File: src/rtl/psr_ctrl_pkg.sv
// Shared types for the pipeline stage register controller: phase encoding,
// bubble hold counter type and the default stage count used by psr instantiation.
package psr_ctrl_pkg;

   localparam int DEF_STAGES = 4;
   localparam int BUB_CNT_W  = 3;

   typedef enum logic [1:0] {
      IDLE  = 2'd0,
      LOAD  = 2'd1,
      SHIFT = 2'd2,
      HOLD  = 2'd3
   } state_t;

   typedef logic [BUB_CNT_W-1:0] bub_cnt_t;

endpackage

File: src/rtl/psr_bubble_slot.sv
// One stage's bubble tracker: mask bit, hold counter, insert/retire pulses.
// Pulses are registered (one cycle after the LOAD/SHIFT that caused them); no backpressure.
module psr_bubble_slot
   import psr_ctrl_pkg::*;
#(
   parameter int BUBBLE_CYC = 1
) (
   input  logic clk,
   input  logic clr,
   input  logic load_en,
   input  logic shift_en,
   input  logic hazard,
   output logic mask,
   output logic insert,
   output logic bubble,
   output logic bubble_clr
);

   bub_cnt_t cnt;

   // A hazard on an already-bubbled stage is ignored until the bubble retires.
   assign insert = load_en & hazard & ~mask;

   always_ff @(posedge clk or posedge clr) begin
      if (clr) begin
         mask       <= 1'b0;
         cnt        <= '0;
         bubble     <= 1'b0;
         bubble_clr <= 1'b0;
      end else begin
         bubble     <= insert;
         bubble_clr <= 1'b0;
         if (insert) begin
            mask <= 1'b1;
            cnt  <= bub_cnt_t'(BUBBLE_CYC);
         end else if (shift_en && cnt != '0) begin
            cnt <= cnt - bub_cnt_t'(1);
            if (cnt == bub_cnt_t'(1)) begin
               bubble_clr <= 1'b1;
               mask       <= 1'b0;
            end
         end
      end
   end

endmodule

File: src/rtl/psr_ctrl.sv
// Load-left/shift-right sequencer for a chain of psr stages; strobes are registered, one cycle
// after the phase state. stall freezes the phase. Optional counters under PSR_CTRL_PERF_EN.
module psr_ctrl
   import psr_ctrl_pkg::*;
#(
   parameter int STAGES     = DEF_STAGES,
   parameter int BUBBLE_CYC = 1,
   parameter int CNT_W      = 16
) (
   input  logic              clk,
   input  logic              clr,
   input  logic              run,
   input  logic              stall,
   input  logic [STAGES-1:0] hazard,
   input  logic [STAGES-1:0] ri_req,
   output logic [STAGES-1:0] c_left,
   output logic [STAGES-1:0] c_right,
   output logic [STAGES-1:0] ld_ri,
   output logic [STAGES-1:0] bubble,
   output logic [STAGES-1:0] bubble_clr,
   output logic              busy,
   output logic [CNT_W-1:0]  cycle_cnt
`ifdef PSR_CTRL_PERF_EN
   ,
   output logic [CNT_W-1:0]  bubble_cnt,
   output logic [CNT_W-1:0]  stall_cnt
`endif
);

   state_t state, state_nxt;
   state_t ret_phase, ret_nxt;
   logic   load_en, shift_en;
   logic [STAGES-1:0] mask, insert;

   always_ff @(posedge clk or posedge clr) begin
      if (clr) begin
         state     <= IDLE;
         ret_phase <= LOAD;
      end else begin
         state     <= state_nxt;
         ret_phase <= ret_nxt;
      end
   end

   always_comb begin
      state_nxt = state;
      ret_nxt   = ret_phase;
      case (state)
         IDLE: if (run && !stall) state_nxt = LOAD;
         LOAD: begin
            if (stall) begin
               state_nxt = HOLD;
               ret_nxt   = LOAD;
            end else begin
               state_nxt = SHIFT;
            end
         end
         SHIFT: begin
            if (stall) begin
               state_nxt = HOLD;
               ret_nxt   = SHIFT;
            end else if (run) begin
               state_nxt = LOAD;
            end else begin
               state_nxt = IDLE;
            end
         end
         HOLD: if (!stall) state_nxt = ret_phase;
         default: state_nxt = IDLE;
      endcase
   end

   assign load_en  = (state == LOAD)  && !stall;
   assign shift_en = (state == SHIFT) && !stall;

   for (genvar k = 0; k < STAGES; k++) begin : g_slot
      psr_bubble_slot #(.BUBBLE_CYC(BUBBLE_CYC)) u_slot (
         .clk        (clk),
         .clr        (clr),
         .load_en    (load_en),
         .shift_en   (shift_en),
         .hazard     (hazard[k]),
         .mask       (mask[k]),
         .insert     (insert[k]),
         .bubble     (bubble[k]),
         .bubble_clr (bubble_clr[k])
      );
   end

   // Bubble beats ld_ri, ld_ri beats c_left; a bubbled stage gets neither load.
   always_ff @(posedge clk or posedge clr) begin
      if (clr) begin
         c_left    <= '0;
         c_right   <= '0;
         ld_ri     <= '0;
         busy      <= 1'b0;
         cycle_cnt <= '0;
      end else begin
         c_left    <= load_en ? (~mask & ~insert & ~ri_req) : '0;
         ld_ri     <= load_en ? (~mask & ~insert & ri_req) : '0;
         c_right   <= shift_en ? '1 : '0;
         busy      <= (state_nxt != IDLE);
         if (shift_en) cycle_cnt <= cycle_cnt + CNT_W'(1);
      end
   end

`ifdef PSR_CTRL_PERF_EN
   logic [CNT_W:0] bub_sum;

   always_comb begin
      bub_sum = {1'b0, bubble_cnt};
      for (int k = 0; k < STAGES; k++) bub_sum = bub_sum + (CNT_W+1)'(insert[k]);
   end

   always_ff @(posedge clk or posedge clr) begin
      if (clr) begin
         bubble_cnt <= '0;
         stall_cnt  <= '0;
      end else begin
         bubble_cnt <= bub_sum[CNT_W] ? '1 : bub_sum[CNT_W-1:0];
         if (state == HOLD && stall_cnt != '1) stall_cnt <= stall_cnt + CNT_W'(1);
      end
   end
`endif

endmodule

File: config.mk
export PLATFORM = sky130hd
export DESIGN_NAME = psr_ctrl
export DESIGN_NICKNAME = d
export VERILOG_FILES = /design/src/rtl/psr_ctrl_pkg.sv /design/src/rtl/psr_bubble_slot.sv /design/src/rtl/psr_ctrl.sv
export SDC_FILE = /design/constraint.sdc
export NUM_CORES = 1
export LEC_CHECK = 0
export ABC_AREA = 1
export CAP_MARGIN = 20
export CORE_ASPECT_RATIO = 1.25
export CORE_MARGIN = 2
export CORE_UTILIZATION = 41
export CTS_BUF_LIST = sky130_fd_sc_hd__clkbuf_8
export DETAILED_ROUTE_END_ITERATION = 16
export PLACE_DENSITY = 0.72
export SYNTH_ARGS = -nofsm -noshare
export SYNTH_HDL_FRONTEND = slang
export SYNTH_SLANG_ARGS = --single-unit
File: constraint.sdc
create_clock -name clk -period 2.4 [get_ports clk]
set_input_delay 0.48 -clock clk [delete_from_list [all_inputs] [get_ports clk]]
set_output_delay 0.48 -clock clk [all_outputs]
set_load 0.02 [all_outputs]
==> load_flow_metrics.sql <==
INSERT INTO impl_metrics (metric_group, metric, value, unit) VALUES
('synth', 'synth_seq_area_share', '0.498', ''),
('synth', 'syn_inst', '295', ''),
('synth', 'synth_area', '0.00272', 'mm²'),
('timing', 'post-route-worst-setup-slack', '0.506', 'ns'),
('worst_setup_path', 'critical_path_arrival', '1.41', 'ns'),
('global_route', 'grt_pass1_vias', '1919', ''),
('synth', 'synth_top_family_by_area', 'simple AND/OR/NAND/NOR gates', ''),
('synth', 'dominantRegCellSynth', 'sky130_fd_sc_hd__dfrtp_1', ''),
('placed_design', 'placement.cell_area', '0.00324', 'mm²'),
('synth', 'ys.warnings.count', '0', ''),
('drt', 'avgViaCountPerCell', '4.54', ''),
('layout', 'final_cell_mix', 'sky130_fd_sc_hd__nand2_1, sky130_fd_sc_hd__dfrtp_1, sky130_fd_sc_hd__inv_1, sky130_fd_sc_hd__clkdlybuf4s50_1, sky130_fd_sc_hd__nand3_1', ''),
('clock_tree', 'numClockSinks', '54', ''),
('floorplan', 'die-height', '95.0', 'µm'),
('floorplan', 'placeableCoreArea', '0.00648', 'mm²'),
('timing', 'skew', '0.00291', 'ns'),
('placed_design', 'port-buffer-count', '48', ''),
('layout', 'syn_to_final_growth', '22.2', '%'),
('job', 'drv_cap', '0', ''),
('timing', 'fin_crit_sh', '0.789', ''),
('timing', 'timing_max_transition_violations_final', '0', ''),
('clock_tree', 'post-cts-setup-buffers', '0', ''),
('pwr', 'power.leakage', '1.66', 'nW'),
('timing', 'unrepaired_setup_endpoints_after_global_routing', 'false', ''),
('worst_setup_path', 'critical_path.max_fanout', '6', ''),
('clock_tree', 'cts_hold_repair_buffers', '0', ''),
('synth', 'synth_mux_area_frac', '0', ''),
('timing', 'slew_headroom', '0.644', ''),
('layout', 'final_cell_count_without_fillers', '429', ''),
('pwr', 'powerDensity', '923', 'mW/mm²'),
('global_route', 'grt_usage', '0.150', ''),
('synth', 'synth_compound_gate_area_share', '0.0447', ''),
('drt', 'antenna_violating_nets_post_route', '0', ''),
('worst_setup_path', 'crit_slowest_cell', 'sky130_fd_sc_hd__clkdlybuf4s50_1', ''),
('worst_setup_path', 'timing.critical_path.to_type', 'output pin', ''),
('clock_tree', 'cts.reportedPaths.clkPinSlew', '0.09', 'ns'),
('timing', 'worst-slew-pin-transition', '0.530', 'ns'),
('clock_tree', 'ctsResizeCount', '0', ''),
('worst_setup_path', 'criticalPathCategory', 'reg -> out', ''),
('drt', 'drt_iter0_markers', '140', ''),
('global_route', 'global_route.overflow_total', '0', ''),
('layout', 'final_net_count', '366', ''),
('global_route', 'pin_count_of_the_biggest_net_entering_global_routing', '35', ''),
('worst_setup_path', 'worst_setup_path_start_kind', 'register', ''),
('synth', 'yosys_register_bits', '54', ''),
('drt', 'postRouteWirelength', '5020', 'µm'),
('status', 'status', 'finished, final reports clean', ''),
('global_route', 'global_route_wire_length_before_repair', '8560', 'µm'),
('layout', 'share_of_final_layout_standard_cells_stronger_than_drive_strength_1', '0.114', ''),
('synth', 'synth.distinct_cells', '27', ''),
('placed_design', 'detailedPlacementHpwl', '3980', 'µm'),
('layout', 'num-fill-cells', '616', ''),
('min_path', 'worstHoldPathType', 'reg -> reg', ''),
('placed_design', 'place.detailed.instances', '421', ''),
('clock_tree', 'cts_inserted_buffers', '5', ''),
('placed_design', 'place_ws', '0.365', 'ns'),
('worst_setup_path', 'slowest_delay', '0.65', 'ns'),
('clock_tree', 'latest_clock_arrival_within_the_worst_skew_pair', '0.30', 'ns'),
('floorplan', 'horiz_die_dim', '76.8', 'µm'),
('timing', 'totalNegativeSetupSlack', '0', 'ns'),
('worst_setup_path', 'cp_num_buf_inv', '1', ''),
('drt', 'num_vias', '1949', ''),
('worst_setup_path', 'crit_family', 'buffers and inverters', ''),
('layout', 'mostFrequentLayoutCell', 'sky130_fd_sc_hd__nand2_1', ''),
('pwr', 'vdd.ir_drop.worst', '394', 'µV'),
('clock_tree', 'tritoncts', 'yes', ''),
('synth', 'synthSimpleGateAreaFrac', '0.265', ''),
('synth', 'synth_nets', '320', ''),
('synth', 'synth-edff-count', '0', ''),
('synth', 'post_synth_xor_area_fraction', '0.0258', ''),
('floorplan', 'rows', '33', '');
-- flip-flops by register name, summed over array words and instances (netlist names) --
signal	flops
ret_phase	2
g_slot.u_slot.bubble_clr	4
g_slot.u_slot.bubble	4
busy	1
c_left	4
ld_ri	4
g_slot.u_slot.cnt	12
cycle_cnt	16
g_slot.u_slot.mask	4
c_right	1
state	2
-- final timing paths --
check | from | slack (ns) | cells past startpoint | end
worst max-delay path | cycle_cnt[3] | 0.51 | 1 | cycle_cnt[3]
worst min-delay path | g_slot[2].u_slot.mask | 0.49 | 2 | g_slot[2].u_slot.mask
worst max register to register | cycle_cnt[1] | 0.74 | 6 | cycle_cnt[10]
worst min register to register | g_slot[2].u_slot.mask | 0.49 | 2 | g_slot[2].u_slot.mask
max in group asynchronous | clr | 1.47 | 3 | ret_phase[0]
min in group asynchronous | clr | 0.53 | 3 | cycle_cnt[4]
-- area by class of cell --
| class | count | share of cell area |
|---|---|---|
| well taps | 87 | 0.0328 |
| flip-flops and latches | 54 | 0.408 |
| repair buffers | 50 | 0.149 |
| inverters | 55 | 0.0622 |
| clock buffers | 5 | 0.0207 |
| clock inverters | 3 | 0.00339 |
| multi-input cells | 175 | 0.324 |
-- where the power goes --
group	internal [mW]	switching (mW)	leakage (nW)
clock	0.195	0.276	0.0519
sequential	1.16	0.201	0.695
combinational	0.483	0.746	0.909
-- cell families (layout without fill, tap and decap cells) --
family                   Yosys count  after routing
XOR/XNOR                           8              8
buffers and inverters             66            113
flip-flops                        54             54
AO/OA/AOI/OAI                     21             21
AND/OR/NAND/NOR                  133            133
adder cells (fa/ha/maj)           13             13
-- cell usage after synthesis (2+ instances only) --
| cell type | n | area (µm²) |
|---|---|---|
| sky130_fd_sc_hd__nand2_1 | 54 | 203 |
| sky130_fd_sc_hd__dfrtp_1 | 53 | 1330 |
| sky130_fd_sc_hd__inv_1 | 49 | 184 |
| sky130_fd_sc_hd__nand3_1 | 24 | 120 |
| sky130_fd_sc_hd__nor2_1 | 23 | 86.3 |
| sky130_fd_sc_hd__ha_1 | 13 | 163 |
| sky130_fd_sc_hd__buf_4 | 11 | 82.6 |
| sky130_fd_sc_hd__nor2_4 | 7 | 78.8 |
| sky130_fd_sc_hd__o21ai_0 | 7 | 35.0 |
| sky130_fd_sc_hd__inv_2 | 6 | 22.5 |
| sky130_fd_sc_hd__nand4_1 | 6 | 37.5 |
| sky130_fd_sc_hd__a21oi_1 | 5 | 25.0 |
| sky130_fd_sc_hd__nand2_4 | 5 | 56.3 |
| sky130_fd_sc_hd__xor2_1 | 5 | 43.8 |
| sky130_fd_sc_hd__nand3_2 | 4 | 40.0 |
| sky130_fd_sc_hd__o21bai_1 | 4 | 30.0 |
| sky130_fd_sc_hd__xnor2_1 | 3 | 26.3 |
| sky130_fd_sc_hd__nand2_2 | 2 | 12.5 |
| sky130_fd_sc_hd__nand3_4 | 2 | 35.0 |
| sky130_fd_sc_hd__nor2_2 | 2 | 12.5 |
| sky130_fd_sc_hd__nor3_1 | 2 | 10.0 |
| sky130_fd_sc_hd__o21ai_1 | 2 | 10.0 |
| sky130_fd_sc_hd__o22ai_1 | 2 | 12.5 |
-- routing by layer --
layer | track usage | vias up | wire (µm)
li1 | - | 990 | -
met1 | 0.176 | 903 | 2090
met2 | 0.270 | 48 | 2630
met3 | 0.0315 | 8 | 224
met4 | 0.0545 | 0 | 80
met5 | 0 | - | 0
(Power assumes the default switching activity.)
